[src/rtl/sdram_user_initiator.sv]
// Client-side initiator for the DDR SDRAM controller user port: buffers posted
// writes, accepts single reads, issues one command at a time, flags hangs.
`timescale 1ns/1ps
module sdram_user_initiator #(
  parameter int unsigned FIFO_DEPTH = 8,
  parameter int unsigned WR_URGENT  = 6,
  parameter int unsigned TIMEOUT    = 1023
) (
  input  logic                        CLK_200MHz,
  input  logic                        RST_N,
  input  logic                        DevReady,
  input  logic                        wr_valid,
  output logic                        wr_ready,
  input  logic [1:0]                  wr_bank,
  input  logic [22:0]                 wr_addr,
  input  logic [15:0]                 wr_data,
  input  logic                        rd_req_valid,
  output logic                        rd_req_ready,
  input  logic [1:0]                  rd_bank,
  input  logic [22:0]                 rd_addr,
  output logic                        rd_resp_valid,
  output logic [15:0]                 rd_resp_data,
  output logic                        WrStart,
  input  logic                        WrReady,
  output logic [1:0]                  WrBank,
  output logic [22:0]                 WrAddr,
  output logic [15:0]                 WrData,
  output logic                        RdStart,
  input  logic                        RdReady,
  output logic [1:0]                  RdBank,
  output logic [22:0]                 RdAddr,
  input  logic [15:0]                 RdData,
  output logic [$clog2(FIFO_DEPTH):0] wr_level,
  output logic                        busy,
  output logic                        timeout_err
);

  localparam int unsigned PW = $clog2(FIFO_DEPTH);

  typedef logic [PW:0]   lvl_t;
  typedef logic [PW-1:0] ptr_t;
  typedef logic [9:0]    tmr_t;

  typedef struct packed {
    logic [1:0]  bank;
    logic [22:0] addr;
    logic [15:0] data;
  } wr_entry_t;

  typedef enum logic [2:0] {
    IDLE,
    WR_ISSUE,
    WR_WAIT,
    RD_ISSUE,
    RD_WAIT
  } state_t;

  localparam lvl_t FULL_LVL   = lvl_t'(FIFO_DEPTH);
  localparam lvl_t URGENT_LVL = lvl_t'(WR_URGENT);
  localparam tmr_t TMR_LAST   = tmr_t'(TIMEOUT - 1);

  state_t    state, state_nxt;
  wr_entry_t mem [FIFO_DEPTH];
  wr_entry_t head;
  ptr_t      wr_ptr, rd_ptr;
  tmr_t      timer;

  logic push, pop;
  logic wr_sel, rd_accept;
  logic timer_clr, timer_inc;
  logic set_tmo, resp_set, resp_zero;

  assign wr_ready     = (wr_level != FULL_LVL);
  assign push         = wr_valid & wr_ready;
  assign head         = mem[rd_ptr];
  assign busy         = (state != IDLE);
  assign WrStart      = (state == WR_ISSUE);
  assign RdStart      = (state == RD_ISSUE);
  assign rd_req_ready = rd_accept;

  // timer == 0 marks the first wait cycle, where the controller's ready is stale
  always_comb begin
    state_nxt = state;
    pop       = 1'b0;
    wr_sel    = 1'b0;
    rd_accept = 1'b0;
    timer_clr = 1'b0;
    timer_inc = 1'b0;
    set_tmo   = 1'b0;
    resp_set  = 1'b0;
    resp_zero = 1'b0;
    case (state)
      IDLE: begin
        if (DevReady) begin
          if ((wr_level >= URGENT_LVL) && WrReady) begin
            wr_sel    = 1'b1;
            state_nxt = WR_ISSUE;
          end else if (rd_req_valid && RdReady) begin
            rd_accept = 1'b1;
            state_nxt = RD_ISSUE;
          end else if ((wr_level != '0) && WrReady) begin
            wr_sel    = 1'b1;
            state_nxt = WR_ISSUE;
          end
        end
      end
      WR_ISSUE: begin
        timer_clr = 1'b1;
        state_nxt = WR_WAIT;
      end
      WR_WAIT: begin
        if ((timer != '0) && WrReady) begin
          pop       = 1'b1;
          state_nxt = IDLE;
        end else if (timer == TMR_LAST) begin
          pop       = 1'b1;
          set_tmo   = 1'b1;
          state_nxt = IDLE;
        end else begin
          timer_inc = 1'b1;
        end
      end
      RD_ISSUE: begin
        timer_clr = 1'b1;
        state_nxt = RD_WAIT;
      end
      RD_WAIT: begin
        if ((timer != '0) && RdReady) begin
          resp_set  = 1'b1;
          state_nxt = IDLE;
        end else if (timer == TMR_LAST) begin
          resp_set  = 1'b1;
          resp_zero = 1'b1;
          set_tmo   = 1'b1;
          state_nxt = IDLE;
        end else begin
          timer_inc = 1'b1;
        end
      end
      default: state_nxt = IDLE;
    endcase
  end

  always_ff @(posedge CLK_200MHz) begin
    if (!RST_N) begin
      state <= IDLE;
    end else begin
      state <= state_nxt;
    end
  end

  always_ff @(posedge CLK_200MHz) begin
    if (!RST_N) begin
      timer <= '0;
    end else if (timer_clr) begin
      timer <= '0;
    end else if (timer_inc) begin
      timer <= timer + 1'b1;
    end
  end

  always_ff @(posedge CLK_200MHz) begin
    if (push) begin
      mem[wr_ptr] <= '{bank: wr_bank, addr: wr_addr, data: wr_data};
    end
  end

  always_ff @(posedge CLK_200MHz) begin
    if (!RST_N) begin
      wr_ptr   <= '0;
      rd_ptr   <= '0;
      wr_level <= '0;
    end else begin
      if (push) begin
        wr_ptr <= wr_ptr + 1'b1;
      end
      if (pop) begin
        rd_ptr <= rd_ptr + 1'b1;
      end
      case ({push, pop})
        2'b10:   wr_level <= wr_level + 1'b1;
        2'b01:   wr_level <= wr_level - 1'b1;
        default: wr_level <= wr_level;
      endcase
    end
  end

  // Command fields hold between commands; the FIFO head stays put until pop
  always_ff @(posedge CLK_200MHz) begin
    if (!RST_N) begin
      WrBank <= '0;
      WrAddr <= '0;
      WrData <= '0;
      RdBank <= '0;
      RdAddr <= '0;
    end else begin
      if (wr_sel) begin
        WrBank <= head.bank;
        WrAddr <= head.addr;
        WrData <= head.data;
      end
      if (rd_accept) begin
        RdBank <= rd_bank;
        RdAddr <= rd_addr;
      end
    end
  end

  always_ff @(posedge CLK_200MHz) begin
    if (!RST_N) begin
      rd_resp_valid <= 1'b0;
      rd_resp_data  <= '0;
      timeout_err   <= 1'b0;
    end else begin
      rd_resp_valid <= resp_set;
      if (resp_set) begin
        rd_resp_data <= resp_zero ? '0 : RdData;
      end
      if (set_tmo) begin
        timeout_err <= 1'b1;
      end
    end
  end

endmodule

[config.mk]
export PLATFORM = sky130hd
export DESIGN_NAME = sdram_user_initiator
export DESIGN_NICKNAME = d
export VERILOG_FILES = /design/src/rtl/sdram_user_initiator.sv
export SDC_FILE = /design/constraint.sdc
export NUM_CORES = 1
export LEC_CHECK = 0
export BUFFER_PORTS_ARGS = -buffer_cell sky130_fd_sc_hd__buf_4
export CORE_ASPECT_RATIO = 2
export CORE_MARGIN = 1.5
export CORE_UTILIZATION = 63
export CTS_CLUSTER_SIZE = 25
export DETAILED_ROUTE_END_ITERATION = 7
export GPL_TIMING_DRIVEN = 0
export PLACE_DENSITY = 0.84
export SYNTH_ARGS = -nofsm -noshare
export SYNTH_HDL_FRONTEND = slang
export SYNTH_SLANG_ARGS = --single-unit
[constraint.sdc]
create_clock -name CLK_200MHz -period 15.05 [get_ports CLK_200MHz]
set_input_delay 2.2575 -clock CLK_200MHz [delete_from_list [all_inputs] [get_ports CLK_200MHz]]
set_output_delay 2.2575 -clock CLK_200MHz [all_outputs]
set_load 0.005 [all_outputs]
After elaboration in Yosys (flattened, before gate mapping)
Memory sizes are Yosys's and may differ from the RTL's. A register that Yosys moved wholly into a read port is not among the register bits.
Cells that the tools add are included.
{ "totals": {"reg_bits": 66, "mem_bits_rw": 328, "in_bits": 89, "output_inout_bits": 93, "elab_cells": 78, "mem_count": 1} }
{ "op_classes": {"n_addsub": 5, "magnitude_cmp": 1, "eq_ne": 10, "mux": 35, "bitwise_logic": 2, "n_reduce_logical": 14} }
{ "mem_list": {"columns": ["memory", "depth", "width", "read_ports", "rd_clocked_by_memory_dff", "wr", "line", "text"], "rows": [
  ["mem", 8, 41, 1, 1, 1, "63", "wr_entry_t mem [FIFO_DEPTH];"]
]} }
{ "ops": {"columns": ["operator", "n"], "rows": [
  ["$mux W1", 23],
  ["$mux W3", 7],
  ["$mux W16", 1],
  ["$pmux W3 S5", 1],
  ["$add A10 B1 Y10 const B", 1],
  ["$eq A10 B10 Y1 const B", 1],
  ["$reduce_bool A10 Y1", 1],
  ["$ne A4 B4 Y1 const B", 2],
  ["$pmux W4 S2", 1],
  ["$add A3 B1 Y3 const B", 2],
  ["$eq A3 B2 Y1 const B", 2],
  ["$logic_and A1 B1 Y1", 5],
  ["$add A4 B1 Y4 const B", 1],
  ["$ge A4 B3 Y1 const B", 1],
  ["$pmux W1 S2", 2],
  ["$reduce_bool A4 Y1", 1],
  ["$reduce_or A2 Y1", 2],
  ["$sub A4 B1 Y4 const B", 1],
  ["$eq A3 B1 Y1 const B", 1],
  ["$eq A3 B3 Y1 const B", 1],
  ["$logic_not A3 Y1", 1],
  ["$reduce_bool A3 Y1", 1],
  ["$eq A2 B1 Y1 const B", 1],
  ["$eq A2 B2 Y1 const B", 1],
  ["other kinds (6)", 6]
]} }

Depth between registers and ports, before layout
Gate-level depths: netlist of run 1.
{ "logic_depth": {"depth_word": 7, "mapped_depth": 15, "ltp_nobuf": 14} }

Worst setup path before layout of run 1
Ideal clock, no wire load.
{ "synth_path": {"path_kind": "input -> register", "startpoint": "input port wr_valid", "endpoint": "memory mem[0][0] (netlist bit) (enable)", "setup_time_ns": 0.542, "t_arrival_ns": 6.346, "required_ns": 14.508, "slack_ns": 8.163, "cell_stages": 2, "path_buffers": 0, "cell_sequence": "nand2_1 nor4_1"} }
{ "synth_between": {"elab_chain_cells": 3} }
{ "synth_rtl": {"columns": ["item", "line", "text"], "rows": [
  ["from (decl)", "12", "input logic wr_valid,"],
  ["$and A1 B1 Y1", "74", "assign push = wr_valid & wr_ready;"],
  ["$mux W1", "163", "if (push) begin"],
  ["$mux W1 (not written as such)", "164", "mem[wr_ptr] <= '{bank: wr_bank, addr: wr_addr, data: wr_data};"],
  ["to (decl)", "63", null]
]} }
Every way passes these cells.

Final worst setup path of run 1
{ "layout_path": {"startpoint": "input port RdReady", "endpoint": "output port rd_req_ready"} }
{ "layout_between": {"elab_chain_cells": 5} }
{ "layout_rtl": {"columns": ["item", "line", "text"], "rows": [
  ["from (decl)", "29", "input logic RdReady,"],
  ["$logic_and A1 B1 Y1", "98", "end else if (rd_req_valid && RdReady) begin"],
  ["$mux W1", "98", null],
  ["$mux W1", "95", "if ((wr_level >= URGENT_LVL) && WrReady) begin"],
  ["$mux W1", "94", "if (DevReady) begin"],
  ["$mux W1", "92", "case (state)"],
  ["to (decl)", "18", "output logic rd_req_ready,"]
]} }
Every way passes these cells.

==> results.py, run 1 <==
metrics = {
    "place": {
        "port_buffers": 180,
        "dp.cells": 1519,
        "post_dp_cell_area_sq_um": 18590,
        "gp_congestion": 0.8558,
        "dp_hpwl_mm": 24.83,
    },
    "floorplanning": {
        "rows": 83,
        "die_area_sq_um": 27090,
        "ios": 182,
        "die_height_um": 231.3,
        "die_x_um": 117.1,
        "start_util": 0.6400,
        "core_area_sq_um": 25650,
    },
    "final_layout": {
        "mostFrequentLayoutCells": "328 x edfxtp_1, 187 x buf_4, 107 x dfxtp_1",
        "design_area_sq_um": 19750,
        "drive_gt1_frac": 0.2915,
        "syn_to_final_growth_pct": 20.32,
        "nets": 1313,
        "final_cells": 1583,
        "final_common_cell": "edfxtp_1",
        "final_util": 0.7701,
    },
    "power_and_ir_drop": {
        "cellPowerDensity_nw_per_um2": 122.0,
        "clkPwrFrac": 0.384,
        "power_w": 0.002409,
        "netSwitchingFraction": 0.2064,
        "internal_power_w": 0.001912,
        "power_frac_seq": 0.556,
        "pwr-share-comb": 0.060,
        "p_leak_nw": 6.751,
        "ir_worst_vdd_v": 0.0001150,
        "switchingPower_w": 0.0004973,
    },
    "timing": {
        "tightest_slew_ns": 0.9940,
        "period_share": 0.4016,
        "rsz0062_at_grt": "no",
        "relSlewSlack": 0.3373,
        "tns_ns": 0,
        "clock.fmax_ghz": 0.1655,
        "maxSlewViolCount": 0,
        "min_period_ns": 6.044,
        "timing_hold_violations_final": 0,
        "setup_violations": 0,
        "clock_skew_ns": 0.01576,
    },
    "setup_path": {
        "cp-end-kind": "output pin",
        "worstPathArrival_ns": 3.79,
        "critical_path.top_delay_family": "buffers and inverters",
        "worst-setup-path-type": "in -> out",
        "cp_data_required_time_ns": 12.79,
        "worstPathMaxFanout": 10,
        "critPathMaxStageDelay_ns": 0.42,
        "cpMaxStageDelayCell": "nand3_1",
        "worst-path-buf-inv": 4,
        "worstPathCellList": "buf_4, nand2_1, a21oi_1, nand3_1, inv_2, buf_2, buf_4",
        "startpoint_type": "primary input",
        "cp_common_cell": "buf_4",
    },
    "detailed_routing": {
        "drt.antenna.violating_nets": 0,
        "drtIter0Drc": 924,
        "firstDrtPassIters": 5,
        "drc": 0,
        "wl_per_cell_um": 24.02,
        "via_per_inst": 6.150,
        "vias": 9736,
        "drt_wl_total_mm": 38.03,
    },
    "worst_hold_path": {
        "hp-class": "reg -> reg",
    },
    "synth": {
        "ys_async_sr_fraction": 0,
        "synth_nets": 1068,
        "synthFlopType": "edfxtp_1",
        "ys_types": 44,
        "synth-edff-count": 328,
        "yosysWarnings": 0,
        "ys_seq_area_frac": 0.7304,
        "synth_area_sq_um": 16420,
        "ys_ff_latch": 435,
        "synth.avg_cell_area_sq_um": 16.91,
        "syn-instance-count": 971,
    },
    "grt": {
        "first_global_vias": 9888,
        "grt_usage": 0.2839,
        "grt_antenna_before_repair": 1,
        "gr-total-overflow": 0,
        "grt_max_degree": 25,
        "grt_pass1_wl_mm": 55.39,
    },
    "clock_network": {
        "numCtsBuffers": 35,
        "cts_tree": "yes",
        "htree_num_levels": 2,
        "clock-sinks": 435,
        "clock_latency_ns": 0.52,
        "cts_setup_buffers": 0,
        "root_buffer": "clkbuf_16",
        "ctsResizeCount": 0,
        "clockBufferDepth": 3,
        "clkTransAtPathRegs_ns": 0.06,
        "hold_buffers": 0,
    },
    "run_status": {
        "status": "completed",
    },
    "flow_run": {
        "maxCapViolCount": 0,
    },
}
[cells in the mapped netlist, types with 3 or more instances]
cell type  instances  area [sq um]
a21boi_1          28         210.2
a21oi_1           51         255.2
a31oi_1            3         18.77
and2_1             6         37.54
buf_2              9         45.04
clkbuf_1          43         161.4
dfxtp_1          107          2142
edfxtp_1         328          9849
ha_1               8         100.1
inv_1              8         30.03
mux2i_1           41         410.4
mux4_2            82          1847
nand2_1           86         322.8
nand2b_1           6         37.54
nand3_1           26         130.1
nand4_1            3         18.77
nor2_1            13         48.80
nor2b_1            4         25.02
nor3_1             8         40.04
nor4_1             3         18.77
o21ai_0            6         30.03
o21ai_1           58         290.3
o31ai_1            3         22.52
or4_1              4         30.03
xnor2_1            7         61.31
xor2_1             3         26.28
[registers in the layout, summed over array words and instances, names as in the netlist]
signal,cells
rd_resp_data,16
state,3
wr_level,4
WrAddr,23
WrBank,2
WrData,16
rd_ptr,3
rd_resp_valid,1
wr_ptr,3
mem,328
RdAddr,23
RdBank,2
timeout_err,1
timer,10
[power by group through the flow]
stage	Clock [W]	Sequential, W	Combinational, W
after global routing	0.000973	0.00134	0.000156
final	0.000926	0.00134	0.000145
after global placement	0	0.00137	0.000129
after floorplan	0	0.00136	0.0000636
after CTS	0.000929	0.00134	0.000144
after detailed placement	0	0.00136	0.000142
[worst register-to-register path, stage by stage (launching register included)]
cell,delay (ns)
dfxtp_1,0.43
inv_1,0.09
ha_1,0.20
and3_1,0.18
and4_1,0.19
clkbuf_1,0.19
o21ai_1,0.37
inv_1,0.11
ha_1,0.26
xor2_1,0.16
ha_1,0.19
a21oi_1,0.14
xnor2_1,0.13
nand2_1,0.08
xnor2_1,0.12
and2_1,0.15
[metal layers]
metal	routed length, um	global-route usage
met5	0	0
met4	1654	0.1401
met3	2713	0.04341
met2	20700	0.5136
met1	12960	0.3190
[path summary, 6_finish.rpt]
path	startpoint	to	slack, ns	cells after the start
worst max register to register	timer[0]	wr_level[2]	11.94	15
worst min-delay path	RdBank[0]	RdBank[0]	0.45	2
worst max-delay path	RdReady	rd_req_ready	9.01	7
worst min register to register	RdBank[0]	RdBank[0]	0.45	2
[cell type report]
class	instances	area (sq um)
tap	340	425.4
clock buffer	56	1070
buffer	54	214.0
inverter	9	33.78
sequential	435	11990
timing repair buffer	208	1700
antenna	1	2.502
clock inverter	7	88.84
fill	1424	5898
multi-input combinational	473	4227
[metrics by stage]
| step | hold slack [ns] | setup WS [ns] |
|---|---|---|
| finish | 0.4542 | 9.006 |
| global route | 0.4776 | 8.944 |
| CTS | 0.4564 | 9.031 |
| detailed placement | 0.4474 | 9.058 |
| global placement | 0.4423 | 4.255 |
| floorplan | 0.4514 | 8.163 |
[kinds of logic (layout without fill, tap and decap cells)]
| family | Yosys count | after routing | share of synthesized area |
|---|---|---|---|
| flip-flops | 435 | 435 | 0.7304 |
| AND/OR/NAND/NOR | 168 | 168 | 0.04779 |
| AO/OA/AOI/OAI | 164 | 164 | 0.05777 |
| multiplexers | 123 | 123 | 0.1375 |
| buffers and inverters | 63 | 334 | 0.01509 |
| XOR/XNOR | 10 | 10 | 0.005335 |
| adder cells (fa/ha/maj) | 8 | 8 | 0.006097 |
| other | 0 | 1 | 0 |
Note: power is estimated with default switching activity, not from simulation.
==> run 2: changes to the inputs <==
--- a/config.mk
+++ b/config.mk
@@ -5,14 +5,15 @@
 export SDC_FILE = /design/constraint.sdc
 export NUM_CORES = 1
 export LEC_CHECK = 0
+export ABC_AREA = 1
 export BUFFER_PORTS_ARGS = -buffer_cell sky130_fd_sc_hd__buf_4
 export CORE_ASPECT_RATIO = 2
 export CORE_MARGIN = 1.5
-export CORE_UTILIZATION = 63
+export CORE_UTILIZATION = 53
 export CTS_CLUSTER_SIZE = 25
 export DETAILED_ROUTE_END_ITERATION = 7
 export GPL_TIMING_DRIVEN = 0
-export PLACE_DENSITY = 0.84
+export PLACE_DENSITY = 0.75
 export SYNTH_ARGS = -nofsm -noshare
 export SYNTH_HDL_FRONTEND = slang
 export SYNTH_SLANG_ARGS = --single-unit
==> constraint.sdc (replaced) <==
create_clock -name CLK_200MHz -period 5.1 [get_ports CLK_200MHz]
set_input_delay 0.765 -clock CLK_200MHz [delete_from_list [all_inputs] [get_ports CLK_200MHz]]
set_output_delay 0.765 -clock CLK_200MHz [all_outputs]
set_load 0.005 [all_outputs]
==> results.py, run 2 <==
metrics = {
    "detailed_routing": {
        "vias": 12397,
        "firstDrtPassIters": 5,
        "drt.antenna.violating_nets": 0,
        "via_per_inst": 5.676,
        "wl_per_cell_um": 20.16,
        "drc": 0,
        "drt_wl_total_mm": 44.02,
        "drtIter0Drc": 901,
    },
    "setup_path": {
        "worst-setup-path-type": "reg -> reg",
        "r2r_start": "timer[0]",
        "cp-end-kind": "register",
        "worstPathArrival_ns": 3.13,
        "startpoint": "timer[0]",
        "startpoint_type": "register",
        "cp_data_required_time_ns": 5.54,
        "worstPathMaxFanout": 8,
    },
    "clock_network": {
        "ctsResizeCount": 0,
        "clock_latency_ns": 0.54,
        "clock-sinks": 435,
        "htree_num_levels": 2,
        "clkTransAtPathRegs_ns": 0.07,
        "hold_buffers": 0,
        "root_buffer": "clkbuf_16",
        "numCtsBuffers": 37,
        "cts_tree": "yes",
        "cts_setup_buffers": 0,
        "clockBufferDepth": 3,
    },
    "grt": {
        "first_global_vias": 12515,
        "gr-total-overflow": 0,
        "grt_usage": 0.2645,
        "grt_antenna_before_repair": 0,
        "grt_max_degree": 27,
        "grt_pass1_wl_mm": 66.25,
    },
    "place": {
        "port_buffers": 181,
        "dp_hpwl_mm": 28.95,
        "gp_congestion": 0.8139,
        "dp.cells": 2118,
        "post_dp_cell_area_sq_um": 19130,
    },
    "timing": {
        "setup_violations": 0,
        "clock.fmax_ghz": 0.3716,
        "relSlewSlack": 0.4629,
        "period_share": 0.5277,
        "worst_hold_slack_ns": 0.4533,
        "timing_hold_violations_final": 0,
        "rsz0062_at_grt": "no",
        "min_period_ns": 2.691,
        "maxSlewViolCount": 0,
        "tightest_slew_ns": 0.8037,
        "clock_skew_ns": 0.02401,
    },
    "synth": {
        "synthAdderAreaFrac": 0.005880,
        "ys_async_sr_fraction": 0,
        "syn-instance-count": 1506,
        "synth-compound-area-share": 0.1138,
        "synthMuxAreaShare": 0,
        "ys_types": 34,
        "synth_nets": 1603,
        "ys_ff_latch": 435,
        "yosys.area.top_type": "edfxtp_1",
        "synth.avg_cell_area_sq_um": 11.30,
        "synth-edff-count": 328,
        "yosys.area_share.simple": 0.1333,
        "ys_seq_area_frac": 0.7044,
        "synth_top_family_by_area": "simple AND/OR/NAND/NOR gates",
        "post-synth-top-count-cell": "edfxtp_1",
        "synth_area_leaders": "edfxtp_1 58%, dfxtp_1 13%, o21ai_0 6.2%",
        "synthFlopType": "edfxtp_1",
        "synth_top_area_frac": 0.5786,
        "synth_area_sq_um": 17020,
        "yosysWarnings": 0,
        "synth-xor-area-share": 0.005145,
        "ys_top_cells_by_count": "328 x edfxtp_1, 271 x nor2_1, 238 x nand2_1",
    },
    "final_layout": {
        "diodes": 0,
        "syn_to_final_growth_pct": 19.46,
        "drive_gt1_frac": 0.1800,
        "final_util": 0.6448,
        "top_regs": "mem x328, RdAddr x23, WrAddr x23",
        "multi_input_area_sq_um": 4454,
        "final_cells": 2184,
        "seq_area_sq_um": 11990,
        "nets": 1831,
        "nFillCells": 2393,
        "mostFrequentLayoutCells": "328 x edfxtp_1, 263 x nor2_1, 238 x nand2_1",
        "largest_reg_flops": 328,
        "final_common_cell": "edfxtp_1",
        "design_area_sq_um": 20340,
        "top_register": "mem",
    },
    "floorplanning": {
        "core_area_sq_um": 31540,
        "die_height_um": 256.5,
        "rows": 92,
        "ios": 182,
        "die_x_um": 129.7,
        "start_util": 0.5397,
        "die_area_sq_um": 33270,
    },
    "worst_hold_path": {
        "hp-class": "in -> reg",
        "hold_path_startpoint": "wr_addr[5]",
    },
    "power_and_ir_drop": {
        "ir_worst_vdd_v": 0.0002884,
        "p_leak_nw": 7.615,
        "cellPowerDensity_nw_per_um2": 352.1,
    },
    "run_status": {
        "status": "completed",
    },
    "flow_run": {
        "maxCapViolCount": 0,
    },
}
[run 2: cell types whose count changed after synthesis, sizes merged, moves of 27 or more]
cell | previous run | this run
inv | 9 | 36
nor2 | 13 | 275
a21boi | 30 | 0
buf | 11 | 45
mux2i | 41 | 0
mux4 | 82 | 0
o21ai | 64 | 224
o22ai | 0 | 82
nand2 | 86 | 244
[run 2: area by class of cell]
class | count | share of cell area
clock buffer | 52 | 0.04984
tap | 423 | 0.02603
buffer | 88 | 0.02406
inverter | 38 | 0.007260
clock inverter | 14 | 0.009414
multi-input combinational | 945 | 0.2190
sequential | 435 | 0.5897
timing repair buffer | 189 | 0.07469
[run 2: cells by family after synthesis]
logic type,count (synthesis)
fa+ha+maj,8
flops,435
xor+xnor,10
buf+inv,126
simple gates,567
compound gates,360
[run 2: worst paths after layout]
check,endpoint,slack (ns),depth (start not counted)
setup reg to reg,wr_level[2],2.41,14
setup / recovery,wr_level[2],2.41,14
hold reg to reg,rd_resp_data[6],0.46,2
hold / removal,mem[4][21],0.45,1
[run 2: worst max-delay path, stage by stage (launching register included)]
cell     delay [ns]
dfxtp_1        0.47
inv_1          0.13
ha_1           0.22
nand3_1        0.19
o21ai_2        0.12
nand2_1        0.09
nand2_1        0.10
inv_1          0.18
ha_1           0.25
xor2_1         0.28
ha_1           0.21
a21oi_1        0.05
xnor2_1        0.13
o21ai_0        0.14
inv_1          0.05
[run 2: layer usage]
layer  wire (um)  track usage  share of wire  vias up
met2       23980       0.4857           0.54      605
met4        2302       0.1506          0.052        0
met3        3369      0.04653          0.077      158
met5           0            0              0        -
li1            -            -              -     5731
met1       14370       0.2758           0.33     5903
[run 2: stage by stage]
step	setup WS, ns	total power (W)	setup TNS [ns]
2_1_floorplan	1.847	0.004174	0
3_3_place_gp	-0.05309	0.004374	-1.911
3_5_place_dp	2.415	0.004395	0
4_1_cts	2.404	0.007182	0
5_1_grt	2.188	0.007360	0
6_report	2.409	0.007159	0
[run 2: power by group]
group / internal (W) / total [W] / switching (W)
Combinational: 0.000152 / 0.000383 / 0.000231
Sequential: 0.00390 / 0.00394 / 0.0000355
Clock: 0.00160 / 0.00284 / 0.00124
